--- src/rtl/multicycle_sequencer_if.sv ---
// Memory-side handshake bundle for multicycle_sequencer.
// The instruction and data ports each use a req/ready pair.
interface multicycle_sequencer_if #(
  parameter int PC_W = 5
);
  logic            imem_req;
  logic [PC_W-1:0] imem_addr;
  logic [15:0]     imem_rdata;
  logic            imem_ready;
  logic            dmem_req;
  logic            dmem_we;
  logic [15:0]     dmem_addr;
  logic [15:0]     dmem_wdata;
  logic [15:0]     dmem_rdata;
  logic            dmem_ready;

  modport master (
    output imem_req, imem_addr, dmem_req, dmem_we, dmem_addr, dmem_wdata,
    input  imem_rdata, imem_ready, dmem_rdata, dmem_ready
  );

  modport slave (
    input  imem_req, imem_addr, dmem_req, dmem_we, dmem_addr, dmem_wdata,
    output imem_rdata, imem_ready, dmem_rdata, dmem_ready
  );
endinterface

--- src/rtl/multicycle_sequencer.sv ---
// Multi-cycle FETCH/DECODE/EXECUTE/MEM/WB controller with req/ready memory handshakes.
// Optional handshake timeout with sticky bus_error and HALT: define MSEQ_TIMEOUT_EN.
module multicycle_sequencer #(
  parameter int PC_W           = 5,
  parameter int TIMEOUT_CYCLES = 15
) (
  input  logic                   clk,
  input  logic                   reset,
  input  logic                   run,
  multicycle_sequencer_if.master mem,
  output logic [15:0]            ir,
  input  logic                   dec_reg_write,
  input  logic                   dec_mem_read,
  input  logic                   dec_mem_write,
  input  logic                   dec_branch,
  input  logic                   dec_jump,
  input  logic                   alu_zero,
  input  logic [15:0]            alu_result,
  input  logic [15:0]            read_data2,
  input  logic [15:0]            read_data1,
  output logic                   rf_we,
  output logic                   wb_sel,
  output logic [15:0]            mdr,
  output logic [PC_W-1:0]        pc,
  output logic [2:0]             state,
  output logic                   bus_error
);

  localparam logic [2:0] S_FETCH   = 3'd0;
  localparam logic [2:0] S_DECODE  = 3'd1;
  localparam logic [2:0] S_EXECUTE = 3'd2;
  localparam logic [2:0] S_MEM     = 3'd3;
  localparam logic [2:0] S_WB      = 3'd4;
  localparam logic [2:0] S_HALT    = 3'd5;

  logic [2:0]      state_reg, state_next;
  logic [PC_W-1:0] pc_reg, pc_next;
  logic [15:0]     ir_reg;
  logic [15:0]     mdr_reg;
  logic            zero_q;
  logic [PC_W-1:0] tgt_q;
  logic [15:0]     addr_q;
  logic [15:0]     wdata_q;
  logic            imem_req_int;
  logic            dmem_req_int;
  logic            timeout_hit;

  // Request is held off while reset is asserted so nothing is issued mid-reset.
  assign imem_req_int = (state_reg == S_FETCH) && run && reset;
  assign dmem_req_int = (state_reg == S_MEM);

  always_comb begin
    state_next = state_reg;
    case (state_reg)
      S_FETCH:   if (imem_req_int && mem.imem_ready) state_next = S_DECODE;
      S_DECODE:  state_next = S_EXECUTE;
      S_EXECUTE: state_next = (dec_mem_read || dec_mem_write) ? S_MEM : S_WB;
      S_MEM:     if (mem.dmem_ready) state_next = S_WB;
      S_WB:      state_next = S_FETCH;
      S_HALT:    state_next = S_HALT;
      default:   state_next = S_FETCH;
    endcase
    if (timeout_hit) state_next = S_HALT;
  end

  // Branch wins over jump; everything else advances sequentially with wrap.
  always_comb begin
    pc_next = pc_reg + PC_W'(1);
    if (dec_branch && zero_q) pc_next = pc_reg + PC_W'(ir_reg[6:0]);
    else if (dec_jump)        pc_next = tgt_q;
  end

  always_ff @(posedge clk) begin
    if (!reset) begin
      state_reg <= S_FETCH;
      pc_reg    <= '0;
      ir_reg    <= '0;
      mdr_reg   <= '0;
      zero_q    <= 1'b0;
      tgt_q     <= '0;
      addr_q    <= '0;
      wdata_q   <= '0;
    end else begin
      state_reg <= state_next;
      if (state_reg == S_FETCH && state_next == S_DECODE) ir_reg <= mem.imem_rdata;
      if (state_reg == S_EXECUTE) begin
        zero_q  <= alu_zero;
        tgt_q   <= read_data1[PC_W-1:0];
        addr_q  <= alu_result;
        wdata_q <= read_data2;
      end
      if (state_reg == S_MEM && state_next == S_WB && dec_mem_read) mdr_reg <= mem.dmem_rdata;
      if (state_reg == S_WB) pc_reg <= pc_next;
    end
  end

`ifdef MSEQ_TIMEOUT_EN
  localparam int CNT_W = ($clog2(TIMEOUT_CYCLES + 1) > 4) ? $clog2(TIMEOUT_CYCLES + 1) : 4;

  logic [CNT_W-1:0] stall_cnt_reg;
  logic             bus_error_reg;
  logic             stall;

  assign stall       = (imem_req_int && !mem.imem_ready) || (dmem_req_int && !mem.dmem_ready);
  assign timeout_hit = ((state_reg == S_FETCH) || (state_reg == S_MEM)) &&
                       (stall_cnt_reg == CNT_W'(TIMEOUT_CYCLES));

  // Counter restarts on every state change so each handshake gets a fresh budget.
  always_ff @(posedge clk) begin
    if (!reset) begin
      stall_cnt_reg <= '0;
      bus_error_reg <= 1'b0;
    end else begin
      if (state_next != state_reg) stall_cnt_reg <= '0;
      else if (stall)              stall_cnt_reg <= stall_cnt_reg + CNT_W'(1);
      if (timeout_hit) bus_error_reg <= 1'b1;
    end
  end

  assign bus_error = bus_error_reg;
`else
  // Without the timeout the parameter only documents the interface.
  localparam int unused_timeout = TIMEOUT_CYCLES;
  assign timeout_hit = 1'b0;
  assign bus_error   = 1'b0;
`endif

  generate
    if (PC_W < 16) begin : g_rd1_unused
      logic unused_rd1;
      assign unused_rd1 = ^read_data1[15:PC_W];
    end
  endgenerate

  assign mem.imem_req   = imem_req_int;
  assign mem.imem_addr  = pc_reg;
  assign mem.dmem_req   = dmem_req_int;
  assign mem.dmem_we    = dmem_req_int && dec_mem_write && !dec_mem_read;
  assign mem.dmem_addr  = addr_q;
  assign mem.dmem_wdata = wdata_q;

  assign rf_we  = (state_reg == S_WB) && dec_reg_write;
  assign wb_sel = (state_reg == S_WB) && dec_mem_read;
  assign ir     = ir_reg;
  assign mdr    = mdr_reg;
  assign pc     = pc_reg;
  assign state  = state_reg;

endmodule

--- src/flat_wrapper.sv ---
// flat-port wrapper written by rule: the top's interface ports become plain ports
module multicycle_sequencer_flat 
#(
  parameter int PC_W           = 5,
  parameter int TIMEOUT_CYCLES = 15
)
  (clk, reset, run, ir, dec_reg_write, dec_mem_read, dec_mem_write, dec_branch, dec_jump, alu_zero, alu_result, read_data2, read_data1, rf_we, wb_sel, mdr, pc, state, bus_error, mem_imem_req, mem_imem_addr, mem_dmem_req, mem_dmem_we, mem_dmem_addr, mem_dmem_wdata, mem_imem_rdata, mem_imem_ready, mem_dmem_rdata, mem_dmem_ready);
  multicycle_sequencer_if #(.PC_W(PC_W)) mem_i ();
  input  logic clk;
  input  logic reset;
  input  logic run;
  output logic [15:0] ir;
  input  logic dec_reg_write;
  input  logic dec_mem_read;
  input  logic dec_mem_write;
  input  logic dec_branch;
  input  logic dec_jump;
  input  logic alu_zero;
  input  logic [15:0] alu_result;
  input  logic [15:0] read_data2;
  input  logic [15:0] read_data1;
  output logic rf_we;
  output logic wb_sel;
  output logic [15:0] mdr;
  output logic [PC_W-1:0] pc;
  output logic [2:0] state;
  output logic bus_error;
  output wire logic [$bits(mem_i.imem_req)-1:0] mem_imem_req;
  output wire logic [$bits(mem_i.imem_addr)-1:0] mem_imem_addr;
  output wire logic [$bits(mem_i.dmem_req)-1:0] mem_dmem_req;
  output wire logic [$bits(mem_i.dmem_we)-1:0] mem_dmem_we;
  output wire logic [$bits(mem_i.dmem_addr)-1:0] mem_dmem_addr;
  output wire logic [$bits(mem_i.dmem_wdata)-1:0] mem_dmem_wdata;
  input wire logic [$bits(mem_i.imem_rdata)-1:0] mem_imem_rdata;
  input wire logic [$bits(mem_i.imem_ready)-1:0] mem_imem_ready;
  input wire logic [$bits(mem_i.dmem_rdata)-1:0] mem_dmem_rdata;
  input wire logic [$bits(mem_i.dmem_ready)-1:0] mem_dmem_ready;
  assign mem_imem_req = mem_i.imem_req;
  assign mem_imem_addr = mem_i.imem_addr;
  assign mem_dmem_req = mem_i.dmem_req;
  assign mem_dmem_we = mem_i.dmem_we;
  assign mem_dmem_addr = mem_i.dmem_addr;
  assign mem_dmem_wdata = mem_i.dmem_wdata;
  assign mem_i.imem_rdata = mem_imem_rdata;
  assign mem_i.imem_ready = mem_imem_ready;
  assign mem_i.dmem_rdata = mem_dmem_rdata;
  assign mem_i.dmem_ready = mem_dmem_ready;
  multicycle_sequencer #(.PC_W(PC_W), .TIMEOUT_CYCLES(TIMEOUT_CYCLES)) u_core (.clk(clk), .reset(reset), .run(run), .mem(mem_i), .ir(ir), .dec_reg_write(dec_reg_write), .dec_mem_read(dec_mem_read), .dec_mem_write(dec_mem_write), .dec_branch(dec_branch), .dec_jump(dec_jump), .alu_zero(alu_zero), .alu_result(alu_result), .read_data2(read_data2), .read_data1(read_data1), .rf_we(rf_we), .wb_sel(wb_sel), .mdr(mdr), .pc(pc), .state(state), .bus_error(bus_error));
endmodule
--- config.mk ---
export PLATFORM = sky130hd
export DESIGN_NAME = multicycle_sequencer_flat
export DESIGN_NICKNAME = d
export VERILOG_FILES = /design/src/rtl/multicycle_sequencer_if.sv /design/src/rtl/multicycle_sequencer.sv /design/src/flat_wrapper.sv
export SDC_FILE = /design/constraint.sdc
export NUM_CORES = 1
export LEC_CHECK = 0
export CORE_MARGIN = 2
export CORE_UTILIZATION = 42
export DETAILED_ROUTE_END_ITERATION = 7
export PLACE_DENSITY_LB_ADDON = 0.12
export SKIP_CTS_REPAIR_TIMING = 1
export SLEW_MARGIN = 40
export SYNTH_ARGS = -nofsm -noshare
export SYNTH_HDL_FRONTEND = slang
export SYNTH_SLANG_ARGS = --single-unit
--- constraint.sdc ---
create_clock -name clk -period 3.6 [get_ports clk]
set_clock_uncertainty 0.2 [all_clocks]
set_input_delay 0.72 -clock clk [delete_from_list [all_inputs] [get_ports clk]]
set_output_delay 0.72 -clock clk [all_outputs]
set_load 0.02 [all_outputs]
# == Word level (Yosys, flattened, before mapping) ==
# Index checks and enable logic that the tools add are counted.
# W data, S select, Z words.
# totals
ff_bits,78
in_bits,91
# classes
n_addsub,2
n_eq_ne,7
n_mux,6
n_reduce_logical,14
# op_table
operator,n
$pmux W3 S5,1
$logic_and A1 B1 Y1,11
$mux W5,2
$eq A3 B3 Y1 const B,3
$mux W3,3
$eq A3 B1 Y1 const B,2
$eq A3 B2 Y1 const B,2
$add A5 B1 Y5 const B,1
$add A5 B5 Y5,1
$logic_not A3 Y1,1
$logic_not A1 Y1,1
$logic_or A1 B1 Y1,1

# == Longest topological paths before layout ==
# logic_depth
ltp_word,9
mapped_depth,7

# == Worst setup path before layout ==
# Ideal clock, no wire load.
# synth_path
path_kind,register to register
startpoint,register u_core.pc_reg[0] (netlist: u_core.mem.imem_addr[0])
endpoint,register u_core.pc_reg[4] (netlist: u_core.mem.imem_addr[4])
setup_ps,60
arrival_time_ps,1802
required_ps,3340
slack_ps,1537
stages_incl_launch_ff,8
path_cell_list,dfxtp_1 -> ha_1 -> inv_1 -> fa_1 -> nand2b_1 -> a21oi_1 -> mux2i_1 -> o221a_1
# synth_via
elab_chain_len,3
# synth_rtl
element,line_no,rtl
start: declaration,multicycle_sequencer.sv:37,"logic [PC_W-1:0] pc_reg, pc_next;"
start signal: assignment,multicycle_sequencer.sv:93,if (state_reg == S_WB) pc_reg <= pc_next;
$add A5 B1 Y5,multicycle_sequencer.sv:68,pc_next = pc_reg + PC_W'(1);
$mux W5,multicycle_sequencer.sv:70,else if (dec_jump) pc_next = tgt_q;
$mux W5 *,multicycle_sequencer.sv:69,if (dec_branch && zero_q) pc_next = pc_reg + PC_W'(ir_reg[6:0]);
# Every way passes the cells marked *; elsewhere a longest branch is shown, timed or not.
# A chain may end at the register's enable or synchronous reset.

# == Worst setup path in the final report ==
# layout_path
startpoint,input reset
endpoint,output mem_imem_req
# layout_via
elab_chain_len,1
# layout_rtl
element,line_no,rtl
start: declaration,flat_wrapper.sv:10,input logic reset;
$logic_and A1 B1 Y1,multicycle_sequencer.sv:49,assign imem_req_int = (state_reg == S_FETCH) && run && reset;
end: declaration,flat_wrapper.sv:28,output wire logic [$bits(mem_i.imem_req)-1:0] mem_imem_req;
# No other way between the ends.

==> flow_summary.yaml <==
status:
  status: "finished, final reports clean"
job:
  max-cap-violations: 0
drt:
  wl_um: 8890
  drtIter0Drc: 101
  antenna_left: 0
  drc: 0
  num_vias: 3167
  dr.pass1.iters: 4
  vias_per_cell: 4.83
  post_drt_wl_per_cell_um: 13.6
global_route:
  overflow: 0
  grt_pass1_wl_um: 14200
  antenna_found_initial: 0
  grt_pass1_vias: 3038
  grt_use_total_pct: 21.1
  grt_max_degree: 44
critical_path:
  cp_data_arrival_time_ns: 2.26
  crit_fanout: 7
  slowest_delay_ns: 0.59
  worst-path-buf-inv: 2
  start_kind: "primary input"
  cpLargestDelayFamily: "buffers and inverters"
  critPathKind: "primary input to primary output"
  crit_top_cell: "clkdlybuf4s50_1"
  required_ns: 2.68
  end_kind: "primary output"
  worst_path_max_delay_cell: "clkdlybuf4s50_1"
  crit_path_cell_trace: "clkdlybuf4s50_1 -> and2b_4 -> and3_1 -> clkdlybuf4s50_1"
logic_synthesis:
  synth.avg_cell_area_sq_um: 7.90
  ys_ff_latch: 78
  yosysTopAreaCell: "dfxtp_1"
  synth_nets: 502
  syn_inst: 405
  synth.top_cell.area_share_pct: 48.8
  seq_area_frac_synth_pct: 48.8
  synth_area_sq_mm: 0.00320
  yosysUniqueCellTypes: 41
  synth_area_leaders: "dfxtp_1 (49%), nand2_1 (18%), a21oi_1 (11%)"
  synth_warnings: 0
placed_design:
  portBuffers: 161
  post-place-ws_ns: 0.395
  gp_congestion: 0.779
  place_inst: 640
  place_hpwl_um: 6330
timing:
  final_hold_viol_count: 0
  rsz0062_at_grt: "no"
  setup_violations: 0
  final.min_clock_period_ns: 3.18
  achievable-frequency_mhz: 314
  setup_slack_ns: 0.415
  fin_setup_tns_ns: 0
  fin_crit_sh_pct: 88.5
  worst_pin_slew_ns: 0.751
  max_slew_margin_pct: 49.9
  maxSlewViolCount: 0
cells_and_area:
  area_delta_synth_final_pct: 56.5
  drive_gt1_share_pct: 6.10
  stdcell_count: 656
  nets: 649
  antenna_cells: 0
  fillerInstances: 610
floorplan:
  ios: 174
  initial_utilization_pct: 43.6
  die_h_um: 91.3
  die_w_um: 91.3
  fp.dieArea_sq_mm: 0.00833
  rows: 31
  core_area_sq_mm: 0.00733
clocking:
  root_buffer: "clkbuf_8"
  path_clk_slew_ns: 0.08
  cts_made_buffers: 9
  clock_path_buffers: 2
  cts_max_level: 3
  cts_tree: "yes"
  clock-sinks: 78
  insertion_delay_ns: 0.35
power:
  leakage_nw: 1.72
  power.total_mw: 1.80
  powerDensity_mw_per_mm2: 359
  ir_worst_vdd_uv: 228
min_path:
  hold_path_class: "flop to flop"
-- where the power goes --
group | internal [mW] | total (mW) | switching [mW]
Clock | 0.340 | 0.661 | 0.322
Sequential | 0.883 | 0.897 | 0.0138
Combinational | 0.133 | 0.237 | 0.104
-- cell type report --
type                            instances  area, sq um  share of cell area [%]
Timing Repair Buffer                  164         1650                    32.9
Sequential cell                        78         1560                    31.2
Multi-Input combinational cell        292         1450                    28.9
Clock buffer                           11          141                    2.82
Tap cell                               99          124                    2.47
Clock inverter                          5         58.8                    1.17
Inverter                                7         26.3                   0.525
-- routing by layer --
metal	GRT usage, %	share of wire [%]
met5	0	0
met4	8.08	1.7
met3	5.89	6.8
met2	36.7	48
met1	24.6	43
-- cells in the final DEF, fill, tap and decap left out, types with 2 or more instances in the layout --
cell type	synthesis	final
a21oi_1	71	71
a21oi_2	9	9
a31oi_1	2	2
and2_1	2	2
and3_1	5	5
buf_4	8	2
clkbuf_8	0	10
clkdlybuf4s50_1	0	161
clkinvlp_4	0	2
dfxtp_1	78	78
ha_1	5	5
inv_1	6	6
mux2i_1	2	2
nand2_1	150	150
nand2b_1	3	3
nand3_1	4	4
nor2_1	5	4
o21ai_0	12	12
xor2_1	2	2
-- logic make-up after synthesis --
kind of cell             synth area share [%]
flip-flops                               48.8
adder cells (fa/ha/maj)                  2.58
AO/OA/AOI/OAI                            17.4
XOR/XNOR                                0.821
AND/OR/NAND/NOR                          23.6
multiplexers                            0.626
other                                   0.117
buffers and inverters                    5.98
-- stage by stage --
step / util, % / hold slack [ns] / instance area [sq um]
after floorplan: - / 0.233 / 3200
after global placement: 65.6 / 0.241 / 4810
after detailed placement: 65.6 / 0.247 / 4810
after CTS: 68.3 / 0.258 / 5010
after global routing: 68.3 / 0.272 / 5010
final: 68.3 / 0.255 / 5010
-- cells in the mapped netlist, drive strengths merged --
| cell | instances |
|---|---|
| and3b | 2 |
| inv | 7 |
| nor2 | 5 |
| a22oi | 1 |
| ha | 5 |
| o32ai | 1 |
| and2b | 2 |
| o221a | 1 |
| xnor2 | 1 |
| conb | 1 |
| nand4 | 2 |
| a21oi | 80 |
| nor2b | 1 |
| and3 | 5 |
| mux2i | 2 |
| buf | 16 |
| a31o | 1 |
| and4 | 1 |
| nand3 | 5 |
| xor2 | 2 |
| fa | 1 |
| nand2 | 150 |
| a31oi | 2 |
| clkbuf | 12 |
| dfxtp | 78 |
| and2 | 3 |
| nand2b | 3 |
| o21ai | 12 |
| a21o | 1 |
| nor3 | 1 |
| a211oi | 1 |
-- worst reg2reg max path, delay by kind of cell (launching register included) --
| kind | cells | cell delay (ns) |
|---|---|---|
| fa+ha+maj | 2 | 0.59 |
| mux | 1 | 0.22 |
| buf+inv | 1 | 0.06 |
| compound gates | 2 | 0.37 |
| flops | 1 | 0.48 |
| simple gates | 1 | 0.18 |
-- path summary, 6_finish.rpt --
check	depth (start not counted)	slack, ns	to	start
hold reg to reg	2	0.26	u_core.ir[6]$_SDFFE_PN0P_	u_core.ir[6]$_SDFFE_PN0P_
hold / removal	2	0.26	u_core.ir[6]$_SDFFE_PN0P_	u_core.ir[6]$_SDFFE_PN0P_
setup / recovery	4	0.42	mem_imem_req	reset
setup reg to reg	7	1.44	u_core.mem.imem_addr[4]$_SDFFE_PN0N_	u_core.mem.imem_addr[0]$_SDFFE_PN0N_
(Power assumes the default switching activity.)
